### src/rtl/neuron_writeback_pkg.sv
// Shared definitions for the neuron write-back stage: FSM encoding,
// activation selectors and default datapath widths.
package neuron_writeback_pkg;

  typedef enum logic [1:0] {
    ST_IDLE  = 2'd0,
    ST_RUN   = 2'd1,
    ST_DRAIN = 2'd2,
    ST_DONE  = 2'd3
  } wb_state_e;

  localparam logic ACT_RELU     = 1'b0;
  localparam logic ACT_IDENTITY = 1'b1;

  localparam int DEF_DATA_W     = 8;
  localparam int DEF_ACC_W      = 16;
  localparam int DEF_ADDR_W     = 8;
  localparam int DEF_FRAC_SHIFT = 4;

endpackage

### src/rtl/neuron_writeback_if.sv
// Bundle between the MAC/control side (master) and the write-back stage (slave),
// including the neuron RAM write port and status outputs.
interface neuron_writeback_if import neuron_writeback_pkg::*; #(
  parameter int DATA_W = DEF_DATA_W,
  parameter int ACC_W  = DEF_ACC_W,
  parameter int ADDR_W = DEF_ADDR_W
) ();

  logic                     start;
  logic [ADDR_W-1:0]        write_base;
  logic [ADDR_W-1:0]        neuron_count;
  logic                     act_sel;
  logic signed [ACC_W-1:0]  acc_in;
  logic                     acc_valid;
  logic                     ram_wre;
  logic [ADDR_W-1:0]        ram_waddr;
  logic signed [DATA_W-1:0] ram_wdata;
  logic                     busy;
  logic                     layer_done;
  logic                     spurious;

  modport master (
    output start, write_base, neuron_count, act_sel, acc_in, acc_valid,
    input  ram_wre, ram_waddr, ram_wdata, busy, layer_done, spurious
  );

  modport slave (
    input  start, write_base, neuron_count, act_sel, acc_in, acc_valid,
    output ram_wre, ram_waddr, ram_wdata, busy, layer_done, spurious
  );

endinterface

### src/rtl/neuron_writeback_activation_unit.sv
// Combinational rescale/saturate of the raw accumulator (feeds stage 1) and
// activation select on the registered saturated value (feeds stage 2).
module activation_unit import neuron_writeback_pkg::*; #(
  parameter int ACC_W      = DEF_ACC_W,
  parameter int DATA_W     = DEF_DATA_W,
  parameter int FRAC_SHIFT = DEF_FRAC_SHIFT
) (
  input  logic signed [ACC_W-1:0]  acc_i,
  output logic signed [DATA_W-1:0] sat_o,
  input  logic signed [DATA_W-1:0] sat_i,
  input  logic                     act_sel_i,
  output logic signed [DATA_W-1:0] act_o
);

  localparam logic signed [ACC_W-1:0] SAT_MAX = ACC_W'((1 <<< (DATA_W - 1)) - 1);
  localparam logic signed [ACC_W-1:0] SAT_MIN = ACC_W'(-(1 <<< (DATA_W - 1)));

  logic signed [ACC_W-1:0] shifted;

  always_comb begin
    shifted = acc_i >>> FRAC_SHIFT;
    if (shifted > SAT_MAX) begin
      sat_o = SAT_MAX[DATA_W-1:0];
    end else if (shifted < SAT_MIN) begin
      sat_o = SAT_MIN[DATA_W-1:0];
    end else begin
      sat_o = shifted[DATA_W-1:0];
    end
  end

  always_comb begin
    if (act_sel_i == ACT_RELU && sat_i[DATA_W-1]) begin
      act_o = '0;
    end else begin
      act_o = sat_i;
    end
  end

endmodule

### src/rtl/neuron_writeback.sv
// Captures finished neuron accumulators, rescales/activates them through a
// two-stage pipeline and writes them to consecutive neuron RAM addresses.
module neuron_writeback import neuron_writeback_pkg::*; #(
  parameter int DATA_W     = DEF_DATA_W,
  parameter int ACC_W      = DEF_ACC_W,
  parameter int ADDR_W     = DEF_ADDR_W,
  parameter int FRAC_SHIFT = DEF_FRAC_SHIFT
) (
  input logic               clk,
  input logic               reset,
  neuron_writeback_if.slave bus
);

  wb_state_e                state_q;
  logic [ADDR_W-1:0]        base_q;
  logic [ADDR_W-1:0]        count_q;
  logic [ADDR_W-1:0]        idx_q;
  logic                     act_q;
  logic                     spurious_q;
  logic                     busy_q;
  logic                     layer_done_q;

  logic                     s1_vld_q;
  logic signed [DATA_W-1:0] s1_data_q;
  logic [ADDR_W-1:0]        s1_addr_q;
  logic                     ram_wre_q;
  logic [ADDR_W-1:0]        ram_waddr_q;
  logic signed [DATA_W-1:0] ram_wdata_q;

  logic                     accept_d;
  logic [ADDR_W-1:0]        s1_addr_d;
  logic signed [DATA_W-1:0] sat_d;
  logic signed [DATA_W-1:0] act_d;

  assign accept_d  = (state_q == ST_RUN) && bus.acc_valid;
  assign s1_addr_d = base_q + idx_q;

  activation_unit #(
    .ACC_W      (ACC_W),
    .DATA_W     (DATA_W),
    .FRAC_SHIFT (FRAC_SHIFT)
  ) u_act (
    .acc_i     (bus.acc_in),
    .sat_o     (sat_d),
    .sat_i     (s1_data_q),
    .act_sel_i (act_q),
    .act_o     (act_d)
  );

  always_ff @(posedge clk) begin
    if (reset) begin
      state_q      <= ST_IDLE;
      base_q       <= '0;
      count_q      <= '0;
      idx_q        <= '0;
      act_q        <= ACT_RELU;
      spurious_q   <= 1'b0;
      busy_q       <= 1'b0;
      layer_done_q <= 1'b0;
    end else begin
      layer_done_q <= 1'b0;
      unique case (state_q)
        ST_IDLE: begin
          if (bus.start) begin
            base_q     <= bus.write_base;
            count_q    <= bus.neuron_count;
            act_q      <= bus.act_sel;
            idx_q      <= '0;
            spurious_q <= 1'b0;
            if (bus.neuron_count != '0) begin
              state_q <= ST_RUN;
              busy_q  <= 1'b1;
            end else begin
              state_q      <= ST_DONE;
              layer_done_q <= 1'b1;
            end
          end
          if (bus.acc_valid) spurious_q <= 1'b1;
        end
        ST_RUN: begin
          if (accept_d) begin
            idx_q <= idx_q + ADDR_W'(1);
            if (idx_q == count_q - ADDR_W'(1)) state_q <= ST_DRAIN;
          end
        end
        ST_DRAIN: begin
          if (bus.acc_valid) spurious_q <= 1'b1;
          // Leave once stage 1 is empty: the stage-2 write retires on this same
          // edge, so layer_done lands the cycle after the final ram_wre.
          if (!s1_vld_q) begin
            state_q      <= ST_DONE;
            busy_q       <= 1'b0;
            layer_done_q <= 1'b1;
          end
        end
        ST_DONE: begin
          if (bus.acc_valid) spurious_q <= 1'b1;
          state_q <= ST_IDLE;
        end
        default: state_q <= ST_IDLE;
      endcase
    end
  end

  always_ff @(posedge clk) begin
    if (reset) begin
      s1_vld_q    <= 1'b0;
      s1_data_q   <= '0;
      s1_addr_q   <= '0;
      ram_wre_q   <= 1'b0;
      ram_waddr_q <= '0;
      ram_wdata_q <= '0;
    end else begin
      s1_vld_q  <= accept_d;
      ram_wre_q <= s1_vld_q;
      if (accept_d) begin
        s1_data_q <= sat_d;
        s1_addr_q <= s1_addr_d;
      end
      if (s1_vld_q) begin
        ram_waddr_q <= s1_addr_q;
        ram_wdata_q <= act_d;
      end
    end
  end

  assign bus.ram_wre    = ram_wre_q;
  assign bus.ram_waddr  = ram_waddr_q;
  assign bus.ram_wdata  = ram_wdata_q;
  assign bus.busy       = busy_q;
  assign bus.layer_done = layer_done_q;
  assign bus.spurious   = spurious_q;

endmodule

### src/flat_wrapper.sv
// flat-port wrapper written by rule: the top's interface ports become plain ports
module neuron_writeback_flat import neuron_writeback_pkg::*;
#(
  parameter int DATA_W     = DEF_DATA_W,
  parameter int ACC_W      = DEF_ACC_W,
  parameter int ADDR_W     = DEF_ADDR_W,
  parameter int FRAC_SHIFT = DEF_FRAC_SHIFT
)
  (clk, reset, bus_start, bus_write_base, bus_neuron_count, bus_act_sel, bus_acc_in, bus_acc_valid, bus_ram_wre, bus_ram_waddr, bus_ram_wdata, bus_busy, bus_layer_done, bus_spurious);
  neuron_writeback_if #(.DATA_W(DATA_W), .ACC_W(ACC_W), .ADDR_W(ADDR_W)) bus_i ();
  input logic clk;
  input logic reset;
  input wire logic [$bits(bus_i.start)-1:0] bus_start;
  input wire logic [$bits(bus_i.write_base)-1:0] bus_write_base;
  input wire logic [$bits(bus_i.neuron_count)-1:0] bus_neuron_count;
  input wire logic [$bits(bus_i.act_sel)-1:0] bus_act_sel;
  input wire logic [$bits(bus_i.acc_in)-1:0] bus_acc_in;
  input wire logic [$bits(bus_i.acc_valid)-1:0] bus_acc_valid;
  output wire logic [$bits(bus_i.ram_wre)-1:0] bus_ram_wre;
  output wire logic [$bits(bus_i.ram_waddr)-1:0] bus_ram_waddr;
  output wire logic [$bits(bus_i.ram_wdata)-1:0] bus_ram_wdata;
  output wire logic [$bits(bus_i.busy)-1:0] bus_busy;
  output wire logic [$bits(bus_i.layer_done)-1:0] bus_layer_done;
  output wire logic [$bits(bus_i.spurious)-1:0] bus_spurious;
  assign bus_i.start = bus_start;
  assign bus_i.write_base = bus_write_base;
  assign bus_i.neuron_count = bus_neuron_count;
  assign bus_i.act_sel = bus_act_sel;
  assign bus_i.acc_in = bus_acc_in;
  assign bus_i.acc_valid = bus_acc_valid;
  assign bus_ram_wre = bus_i.ram_wre;
  assign bus_ram_waddr = bus_i.ram_waddr;
  assign bus_ram_wdata = bus_i.ram_wdata;
  assign bus_busy = bus_i.busy;
  assign bus_layer_done = bus_i.layer_done;
  assign bus_spurious = bus_i.spurious;
  neuron_writeback #(.DATA_W(DATA_W), .ACC_W(ACC_W), .ADDR_W(ADDR_W), .FRAC_SHIFT(FRAC_SHIFT)) u_core (.clk(clk), .reset(reset), .bus(bus_i));
endmodule
### config.mk
export PLATFORM = sky130hd
export DESIGN_NAME = neuron_writeback_flat
export DESIGN_NICKNAME = d
export VERILOG_FILES = /design/src/rtl/neuron_writeback_pkg.sv /design/src/rtl/neuron_writeback_if.sv /design/src/rtl/neuron_writeback_activation_unit.sv /design/src/rtl/neuron_writeback.sv /design/src/flat_wrapper.sv
export SDC_FILE = /design/constraint.sdc
export NUM_CORES = 1
export LEC_CHECK = 0
export ABC_AREA = 1
export BUFFER_PORTS_ARGS = -buffer_cell sky130_fd_sc_hd__buf_2
export CAP_MARGIN = 20
export CORE_UTILIZATION = 55
export CTS_BUF_LIST = sky130_fd_sc_hd__clkbuf_16
export CTS_CLUSTER_DIAMETER = 50
export CTS_CLUSTER_SIZE = 24
export DETAILED_ROUTE_END_ITERATION = 12
export GPL_TIMING_DRIVEN = 0
export PLACE_DENSITY = 0.79
export SYNTH_ARGS = -nofsm -noshare
export SYNTH_HDL_FRONTEND = slang
export SYNTH_SLANG_ARGS = --single-unit
### constraint.sdc
create_clock -name clk -period 2.15 [get_ports clk]
set_input_delay 0.43 -clock clk [delete_from_list [all_inputs] [get_ports clk]]
set_output_delay 0.43 -clock clk [all_outputs]
set_load 0.02 [all_outputs]
==> metrics.md <==
| Metric | Value |
|---|---|
| Top-count cell post-synth | `nand2_1` |
| CP endpoint kind | `flop` |
| Worst EP arrival | `2.16 ns` |
| Distinct cell type count after synthesis | `31` |
| CTS Buf Count | `9` |
| Placed cells | `543` |
| Pwr/cell area | `1207 nW/um^2` |
| Fin. max-slew vios | `0` |
| Global-route wire length before repair | `12900 microns` |
| Clock skew | `0.004698 ns` |
| DR iter-0 viols | `275` |
| Clock root buffer | `clkbuf_16` |
| # setup viols final | `0` |
| Vias in the first global route | `2873` |
| Period utilisation layout | `0.9025` |
| Clk slew on worst S/H paths | `0.05 ns` |
| Largest net degree at the start of global routing | `13` |
| CTS Hold Bufs | `0` |
| Placeable Area | `5238 sq um` |
| Crit path kind | `flop to flop` |
| CTS tree | `yes` |
| Post-Synthesis Mean Instance Area | `7.287 sq um` |
| Routability cong. | `0.8376` |
| GR Util All Layers | `0.2787` |
| YS warnings | `0` |
| CP cell instances | `ha_1, inv_1, fa_1, o21ai_1, nand2_1, nand2_1, a21oi_1, xnor2_1, o21ai_0, inv_1` |
| Drt wl/cell | `13.65 microns` |
| Initial Util | `0.5858` |
| Final ANT Viol Nets | `0` |
| # diodes | `0` |
| Post-synth top cells | `nand2_1 (72), dfxtp_1 (64), a21oi_1 (51), o21ai_0 (49), nor2_1 (47)` |
| Nets | `536` |
| Max-slew headroom | `0.6292` |
| Ys async rst share | `0` |
| Cells after synthesis | `421` |
| Post-synth EDFFs | `0` |
| Port Buf Inserts | `52` |
| Slowest stage delay, CP | `0.41 ns` |
| Worst skew pair latency | `0.33 ns` |
| Final Hold Violating Endpoints | `0` |
| Hold path depth | `3` |
| Post-detail-place hpwl | `5428 microns` |
| Via count | `3041` |
| Outcome | `finished clean` |
| Leakage | `0.001726 uW` |
| Critical path peak fanout | `6` |
| Die width | `76.69 microns` |
| Final-layout fill cell count | `419` |
| Total gr overflow | `0` |
| Die area | `5881 sq um` |
| Max-Cap Viols | `0` |
| Site Rows | `26` |
| Final std cells w/o fill | `559` |
| Min cycle time layout | `1.940 ns` |
| Worst Path Required | `2.37 ns` |
| # IOs | `57` |
| Syn nets | `473` |
| Worst r2r path cells | `10` |
| Fin Setup TNS | `0 ns` |
| Min-Delay Path Class | `input pin to flop` |
| Share of the synthesized area in the top cell type | `0.4176` |
| Most area-consuming cells after synthesis | `dfxtp_1 (42%), nand2_1 (8.8%), a21oi_1 (8.3%), o21ai_0 (8.0%), nor2_1 (5.8%)` |
| DRT Pass-1 Iters | `4` |
| Area of the mapped netlist | `3068 sq um` |
| Area leader, netlist | `dfxtp_1` |
| Share of cells above drive strength 1 | `0.1800` |
| Unrepaired setup endpoints after global routing | `no` |
| Postcts setup bufs | `0` |
| Ys flop type | `dfxtp_1` |
| Initial antenna violation count | `0` |
| Least-Margin Pin Slew | `0.5524 ns` |
| Critical Path Source Type | `flop` |
| H-tree Lvls | `3` |
| Via density | `5.440` |
| Area Growth Syn to Fin | `22.31%` |
| F_max | `0.5154 GHz` |
| Final WL | `7631 microns` |
| Crit-path slowest cell | `fa_1` |
| # DRC | `0` |
| Die outline height | `76.69 microns` |
| VDD IR max | `729.3 uV` |
| Clock buffer depth | `2` |
| Part of the Yosys area used for sequential elements | `0.4176` |
| CTS sink cnt | `64` |
| #FFs+latches synth | `64` |
| Overall Power | `4530 uW` |
kinds of logic (layout without fill, tap and decap cells):
group / after synthesis / in the layout / synth area share
buffers and inverters: 61 / 129 / 0.07749
multiplexers: 1 / 1 / 0.003670
AO/OA/AOI/OAI: 108 / 108 / 0.1799
XOR/XNOR: 8 / 8 / 0.02284
flip-flops: 64 / 64 / 0.4176
adder cells (fa/ha/maj): 15 / 15 / 0.06362
AND/OR/NAND/NOR: 164 / 164 / 0.2349
metrics by stage:
stage               hold slack (ns)  instance area, sq um    util  worst slack, ns
floorplan                    0.4339                  3068       -           0.3250
global placement             0.4326                  3416  0.6522          0.09485
detailed placement           0.4555                  3416  0.6522          0.07666
CTS                          0.3357                  3736  0.7133          0.04823
global route                 0.3489                  3752  0.7164         0.008056
finish                       0.3454                  3752  0.7164           0.2096
layout make-up:
| cell class | count | area [sq um] | area share |
|---|---|---|---|
| buffer | 13 | 57.56 | 0.01534 |
| clock inverter | 7 | 95.09 | 0.02534 |
| timing repair buffer | 52 | 260.3 | 0.06936 |
| multi-input combinational | 296 | 1564 | 0.4168 |
| clock buffer | 9 | 225.2 | 0.06002 |
| sequential | 64 | 1282 | 0.3418 |
| inverter | 48 | 180.2 | 0.04802 |
| tap | 70 | 87.58 | 0.02334 |
what timing repair did:
action | CTS | global route
gates resized for setup | 0 | 6
endpoints found under the setup margin | 0 | 3
endpoints found under the hold margin | 0 | 0
path summary, 6_finish.rpt:
path | from | to | slack, ns
worst max-delay path | u_core.idx_q[0] | u_core.s1_addr_q[6] | 0.21
worst min-delay path | bus_acc_in[15] | u_core.s1_data_q[7] | 0.35
worst max register to register | u_core.idx_q[0] | u_core.s1_addr_q[6] | 0.21
worst min register to register | u_core.bus.busy | u_core.bus.busy | 0.46
routing by layer:
metal | track usage | up-vias | share of wire
met3 | 0.05714 | 21 | 0.058
met1 | 0.3371 | 1403 | 0.44
met4 | 0.1442 | 0 | 0.029
met5 | 0 | - | 0
li1 | - | 1518 | -
met2 | 0.4652 | 99 | 0.48
cells in the final DEF, fill, tap and decap left out, types with 4 or more instances in the layout:
cell type	Yosys	layout
nand2_1	72	71
dfxtp_1	64	63
buf_2	1	53
a21oi_1	51	51
o21ai_0	49	48
nor2_1	47	46
inv_1	44	44
nand3_1	24	24
ha_1	14	14
clkbuf_1	9	9
clkbuf_16	0	9
o21ai_1	4	5
xor2_1	5	5
nand2_2	3	4
nor2_2	3	4
report_power, final:
| group | total (uW) | switching, uW | internal, uW | leakage [uW] |
|---|---|---|---|---|
| clock | 1550 | 538 | 1010 | 0.000156 |
| sequential | 1550 | 140 | 1410 | 0.000523 |
| combinational | 1430 | 941 | 488 | 0.00105 |
worst max-delay path: cells and delay by family, from the launching register on:
kind                       cells  cell delay (ns)
AOI/OAI and AO/OA              3             0.47
xor gates and xnor gates       1             0.13
adders and majority gates      2             0.60
buffers and inverters          2             0.11
DFF                            1             0.38
and+or+nand+nor                2             0.14
sequential cells by signal, indices dropped and copies added, names as in the netlist:
signal / count
u_core.act_q: 1
u_core.bus.ram_wdata: 8
u_core.bus.spurious: 1
u_core.bus.ram_waddr: 8
u_core.bus.ram_wre: 1
u_core.count_q: 8
u_core.bus.busy: 1
u_core.bus.layer_done: 1
u_core.s1_data_q: 8
u_core.s1_addr_q: 8
u_core.s1_vld_q: 1
u_core.base_q: 8
u_core.idx_q: 8
u_core.state_q: 2
(Power assumes the default switching activity.)
